--- src/rtl/mov_ext_unit.sv ---
// mov_ext_unit: two-stage move/extend pipeline.
// S1 captures the request; S2 forms the zero/sign-extended or merged result.
// LastOut tracks the most recent result so that merge modes can chain.
module mov_ext_unit #(
    parameter int IN_W  = 8,
    parameter int OUT_W = 16
) (
    input  logic             Clk,
    input  logic             Rst_n,
    input  logic             MovValid,
    output logic             MovReady,
    input  logic [1:0]       MovOp,
    input  logic [IN_W-1:0]  MovIn,
    output logic             OutValid,
    input  logic             OutReady,
    output logic [OUT_W-1:0] MovOut
);

    typedef enum logic [1:0] {
        MODE_ZEXT = 2'b00,
        MODE_SEXT = 2'b01,
        MODE_LDHI = 2'b10,
        MODE_LDLO = 2'b11
    } movMode_t;

    logic             s1Valid;
    movMode_t         s1Op;
    logic [IN_W-1:0]  s1In;
    logic [OUT_W-1:0] lastOut;
    logic [OUT_W-1:0] nextOut;
    logic             s2Free;
    logic             accept;
    logic             advance;

    assign s2Free   = !OutValid || OutReady;
    assign MovReady = !s1Valid || s2Free;
    assign accept   = MovValid && MovReady;
    assign advance  = s1Valid && s2Free;

    // Stage 1: capture the request; hold while S2 is stalled.
    // MovReady is exactly "S1 empty or draining", so it gates the valid update.
    always_ff @(posedge Clk or negedge Rst_n) begin
        if (!Rst_n) begin
            s1Valid <= 1'b0;
            s1Op    <= MODE_ZEXT;
            s1In    <= '0;
        end else begin
            if (MovReady) begin
                s1Valid <= accept;
            end
            if (accept) begin
                s1Op <= movMode_t'(MovOp);
                s1In <= MovIn;
            end
        end
    end

    // Result formation from the S1 operand and the last produced result.
    // Overlaying the operand onto a base value keeps every mode free of
    // zero-width slices when OUT_W == IN_W.
    always_comb begin
        nextOut = '0;
        unique case (s1Op)
            MODE_ZEXT: begin
                nextOut             = '0;
                nextOut[IN_W-1:0]   = s1In;
            end
            MODE_SEXT: begin
                nextOut             = {OUT_W{s1In[IN_W-1]}};
                nextOut[IN_W-1:0]   = s1In;
            end
            MODE_LDHI: begin
                nextOut                  = lastOut;
                nextOut[OUT_W-1 -: IN_W] = s1In;
            end
            MODE_LDLO: begin
                nextOut             = lastOut;
                nextOut[IN_W-1:0]   = s1In;
            end
        endcase
    end

    // Stage 2: register the result and its valid; hold while stalled.
    always_ff @(posedge Clk or negedge Rst_n) begin
        if (!Rst_n) begin
            OutValid <= 1'b0;
            MovOut   <= '0;
            lastOut  <= '0;
        end else begin
            if (s2Free) begin
                OutValid <= s1Valid;
            end
            if (advance) begin
                MovOut  <= nextOut;
                lastOut <= nextOut;
            end
        end
    end

endmodule

--- config.mk ---
export PLATFORM = sky130hd
export DESIGN_NAME = mov_ext_unit
export DESIGN_NICKNAME = d
export VERILOG_FILES = /design/src/rtl/mov_ext_unit.sv
export SDC_FILE = /design/constraint.sdc
export NUM_CORES = 1
export LEC_CHECK = 0
export ABC_AREA = 0
export CORE_UTILIZATION = 47
export CTS_BUF_LIST = sky130_fd_sc_hd__clkbuf_8
export CTS_CLUSTER_DIAMETER = 50
export CTS_CLUSTER_SIZE = 24
export DETAILED_ROUTE_END_ITERATION = 8
export DONT_BUFFER_PORTS = 1
export SYNTH_ARGS = -nofsm -noshare
export SYNTH_HDL_FRONTEND = slang
export SYNTH_SLANG_ARGS = --single-unit
--- constraint.sdc ---
create_clock -name Clk -period 1.3 [get_ports Clk]
set_clock_uncertainty 0.15 [all_clocks]
set_input_delay 0.195 -clock Clk [delete_from_list [all_inputs] [get_ports Clk]]
set_output_delay 0.195 -clock Clk [all_outputs]
set_load 0.05 [all_outputs]
### Word-level counts from Yosys, hierarchy flattened

Index checks and enable logic that the tools add are counted.

* reductions and logical operators: 9
* bitwise gates (word level): 2
* multiplexer cells: 1
* equality and inequality tests: 3

Operators by type and width (count)
* one-hot mux 16 bit (4 select lines): 1
* equality test 2 bit, second input constant: 2
* AND reduction 2 bit: 2
* equality test 2 x 1 -> 1 bit, second input constant: 1
* logical AND 1 bit: 2
* zero test 1 bit: 2
* zero test 2 bit: 1
* logical OR 1 bit: 2
* inverter 1 bit: 2

* input port bits: 14
* logic and storage cells: 21
* bits in registers: 28
* output and inout bits: 18

### Longest topological paths before layout

* word-level depth: 4
* gate-level depth with buffers: 4
* depth with buffers taken out: 3

### Worst setup path before layout

No wires, ideal clock.

* path kind: reg2reg
* from: register OutValid
* to: register s1In[0]
* buffers on the path: 0
* arrival time: 1.928 ns
* clock period less this slack: 2.203 ns
* setup slack: -0.903 ns
* stages on the path, launching flop included: 4
* setup time: 0.125 ns
* data required time: 1.025 ns
* cell sequence: dfrtp_1 nand3b_1 nand2_2 mux2_2

* longest elaborated chain between the ends: 4

RTL lines
* start, declared: RTL line 14 `output logic OutValid,`
* start signal, assigned: RTL line 91 `OutValid <= s1Valid;`
* zero test 1 bit: RTL line 35 `assign s2Free = !OutValid || OutReady;`
* logical OR 1 bit: RTL line 35
* logical OR 1 bit: RTL line 36 `assign MovReady = !s1Valid || s2Free;`
* named net MovReady: RTL line 11 `output logic MovReady,`
* logical AND 1 bit: RTL line 37 `assign accept = MovValid && MovReady;`
* end signal, assigned: RTL line 53 `s1In <= MovIn;`
* end, declared: RTL line 28 `logic [IN_W-1:0] s1In;`

The timed path passes the listed nets, and every way through them passes these cells.
A chain may end at the register's enable or synchronous reset.

### Worst setup path after layout

* from: register OutValid
* to: output MovReady

* longest elaborated chain between the ends: 3

RTL lines (RTL line)
* zero test 1 bit: 35
* logical OR 1 bit: 35
* logical OR 1 bit: 36
* end, declared: 11

Every way passes these cells.

==> Flow_metrics.wiki <==
{| class="wikitable"
! Metric !! Value
|-
| Clock insertion delay at the later pin of the skew report || 0.26 ns
|-
| Ratio of routed vias to standard cells || 5.02
|-
| Required time at the endpoint of the critical path || 0.95 ns
|-
| Total Nets Final || 138
|-
| Die area || 0.00267 mm^2
|-
| Vias in the first global route || 802
|-
| Internal Power || 2.04 mW
|-
| Syn Inst Count || 82
|-
| Core Box Area || 0.00228 mm^2
|-
| Failing checks || negative setup slack
|-
| Async S/R FF share, synth || 100%
|-
| Status || complete, but fails checks
|-
| Die Span Y || 51.7 um
|-
| Leakage power figure || 0.804 nW
|-
| Antenna Violating Nets Remaining || 0
|-
| TritonCTS clock tree || done
|-
| Number of synthesized flops with an enable pin || 0
|-
| Layout cells sized above 1 || 44.7%
|-
| Largest net degree at the start of global routing || 29
|-
| Synth top area cells || sky130_fd_sc_hd__dfrtp_1, sky130_fd_sc_hd__mux2_2, sky130_fd_sc_hd__mux2i_1
|-
| Psw || 1.30 mW
|-
| Synthesized Nets || 96
|-
| Clock network power share || 19.9%
|-
| Worst Slack Setup Final || -0.0876 ns
|-
| Antenna violations before repair || 0
|-
| Tcrit/Tclk final || 107%
|-
| Relative slew slack || 81.6%
|-
| Global-route wire length before repair || 3640 um
|-
| Die extent in x || 51.7 um
|-
| Leading cell types by count after synthesis || sky130_fd_sc_hd__dfrtp_1, sky130_fd_sc_hd__mux2_2, sky130_fd_sc_hd__inv_1, sky130_fd_sc_hd__mux2i_1, sky130_fd_sc_hd__a21oi_1
|-
| Initial drt markers || 2
|-
| Proportion of total power due to net switching || 39.0%
|-
| I/O pin cnt || 32
|-
| Count of buffers from port buffering || 0
|-
| Number of library cell types mapped by synthesis || 17
|-
| DP Area || 0.00135 mm^2
|-
| Critical-path maximum fanout || 3
|-
| Placed cell count || 130
|-
| Gr usage total || 18.9%
|-
| Clock sink total || 28
|-
| Overall power after layout || 3.34 mW
|-
| Path type of the worst min-delay path || in2reg
|-
| Count of final hold-check violations || 0
|-
| Count of TritonRoute iterations in the first routing pass || 4
|-
| RSZ-0062 raised after global routing || yes
|-
| Main synth FF type || sky130_fd_sc_hd__dfrtp_1
|-
| Effective utilization at floorplan || 50.9%
|-
| Placement Rows || 17
|-
| Wirelength, routed || 2180 um
|-
| Type of the setup path with the least slack || reg2out
|-
| Register area share after synthesis || 60.5%
|-
| Worst vdd rail ir drop || 1.33 mV
|-
| Cell Area, Synth || 0.00116 mm^2
|-
| Maximum frequency from static timing analysis || 0.721 GHz
|-
| Library cell used as clock root buffer || sky130_fd_sc_hd__clkbuf_8
|-
| Number of endpoints failing setup at the final stage || 27
|-
| Syn. warnings || 0
|-
| Relative area change from synthesis to final layout || 41.7%
|-
| Routability congestion estimate from global placement || 0.718
|-
| Final antenna diode count || 0
|-
| Final standard cell count with taps included and fillers excluded || 151
|-
| Worst-case clock buffer depth || 2
|-
| Post-route design area || 0.00164 mm^2
|-
| CP endpoint kind || output pin
|-
| Top-count cell post-synth || sky130_fd_sc_hd__dfrtp_1
|-
| Crit path launch type || flop
|-
| Flops & latches, synth || 28
|-
| Sequential group share of total power || 36.8%
|-
| Share of total power in combinational logic || 43.4%
|-
| Top cell type's share of synthesized area || 60.5%
|-
| Max_cap viols || 0
|-
| Routed wire length per instance || 14.5 um
|-
| Max-slew violation count || 0
|-
| Vias post-DR || 758
|-
| Clock H-tree levels || 1
|-
| Number of buffers created by CTS || 3
|-
| Worst Max-Slew Pin Slew || 0.276 ns
|-
| Detailed Place HPWL || 1380 um
|-
| Total power divided by cell area || 2030 mW/mm^2
|-
| Critical Path AT || 1.04 ns
|-
| Remaining Overflow, GRT || 0
|-
| Largest area contributor in the synthesized netlist || sky130_fd_sc_hd__dfrtp_1
|-
| Min Tclk post-route || 1.39 ns
|-
| Clock input transition at the sequential cells of the worst setup and hold paths || 0.09 ns
|-
| Worst-case setup slack after placement || -0.0979 ns
|-
| Number of remaining DRC errors || 0
|-
| Post-synthesis area per instance || 14.1 um^2
|}
-- cells by family after synthesis --
group | Yosys count | synth area share [%]
DFF | 28 | 60.5
buffers and inverters | 10 | 3.89
muxes | 26 | 25.1
and+or+nand+nor | 10 | 7.13
AOI/OAI and AO/OA | 8 | 3.45
-- power by group through the flow --
| stage | Sequential [mW] | Clock (mW) | Combinational, mW |
|---|---|---|---|
| 3_3_place_gp | 1.24 | 0 | 1.34 |
| 5_1_grt | 1.26 | 0.700 | 1.53 |
| 3_5_place_dp | 1.24 | 0 | 1.35 |
| 4_1_cts | 1.23 | 0.684 | 1.43 |
| 2_1_floorplan | 1.86 | 0 | 0.343 |
| 6_report | 1.23 | 0.663 | 1.45 |
-- worst paths after layout --
check | startpoint | end | slack (ns) | depth (start not counted)
min in group asynchronous | Rst_n | s1In[5] | 0.20 | 2
min | MovValid | s1In[7] | 0.02 | 2
max reg2reg | OutValid | s1Op[0] | -0.09 | 4
max in group asynchronous | Rst_n | OutValid | 0.63 | 2
min reg2reg | MovOut[4] | MovOut[4] | 0.36 | 1
max | OutValid | MovReady | -0.09 | 2
-- critical path, cell delays in order, from the launching register on --
cell	delay (ns)
sky130_fd_sc_hd__dfrtp_2	0.42
sky130_fd_sc_hd__nand3b_1	0.17
sky130_fd_sc_hd__buf_6	0.19
-- per-stage QoR --
stage	TNS, ns	util (%)	hold slack, ns
final	-1.66	72.1	0.0192
after CTS	-1.77	70.4	0.0464
after global placement	-0.604	59.3	-0.250
after floorplan	-8.64	-	-0.251
after global routing	-3.03	72.1	0.0194
after detailed placement	-1.07	59.3	-0.250
-- state kept, by name, summed over array words and instances (netlist names) --
register	flops
MovOut	16
s1Op	2
s1In	8
OutValid	1
s1Valid	1
-- layout make-up --
class / count / area (um^2)
Sequential cell: 28 / 702
Timing Repair Buffer: 38 / 335
Tap cell: 28 / 35.0
Fill cell: 159 / 634
Multi-Input combinational cell: 45 / 468
Inverter: 8 / 30.0
Clock buffer: 3 / 41.3
Clock inverter: 1 / 30.0
-- placed cells by master, fill, tap and decap left out, drive strengths merged --
cell type | netlist | final
dfrtp | 28 | 28
buf | 1 | 26
mux2 | 18 | 18
dlygate4sd3 | 0 | 12
inv | 8 | 8
mux2i | 8 | 8
a21oi | 7 | 7
nand2b | 3 | 3
clkbuf | 1 | 3
nand2 | 2 | 3
nand3b | 2 | 2
nor2b | 1 | 1
and3b | 1 | 1
nand3 | 1 | 1
o21ai | 1 | 1
bufinv | 0 | 1
-- layer usage --
metal	wire, um	part of all wire [%]	global-route usage [%]	vias up
li1	-	-	-	365
met1	966	44	24.3	373
met2	1120	51	33.5	18
met3	79	3.6	1.75	2
met4	13	0.60	5.41	0
met5	0	0	0	-
-- repair_timing --
action	4_1_cts	5_1_grt
pin swaps	0	2
cloned	1	0
setup endpoints to repair	27	27
setup buffers	3	0
resized for setup	3	8
hold endpoints to repair	39	0
hold buffers	13	0
(Power assumes the default switching activity.)
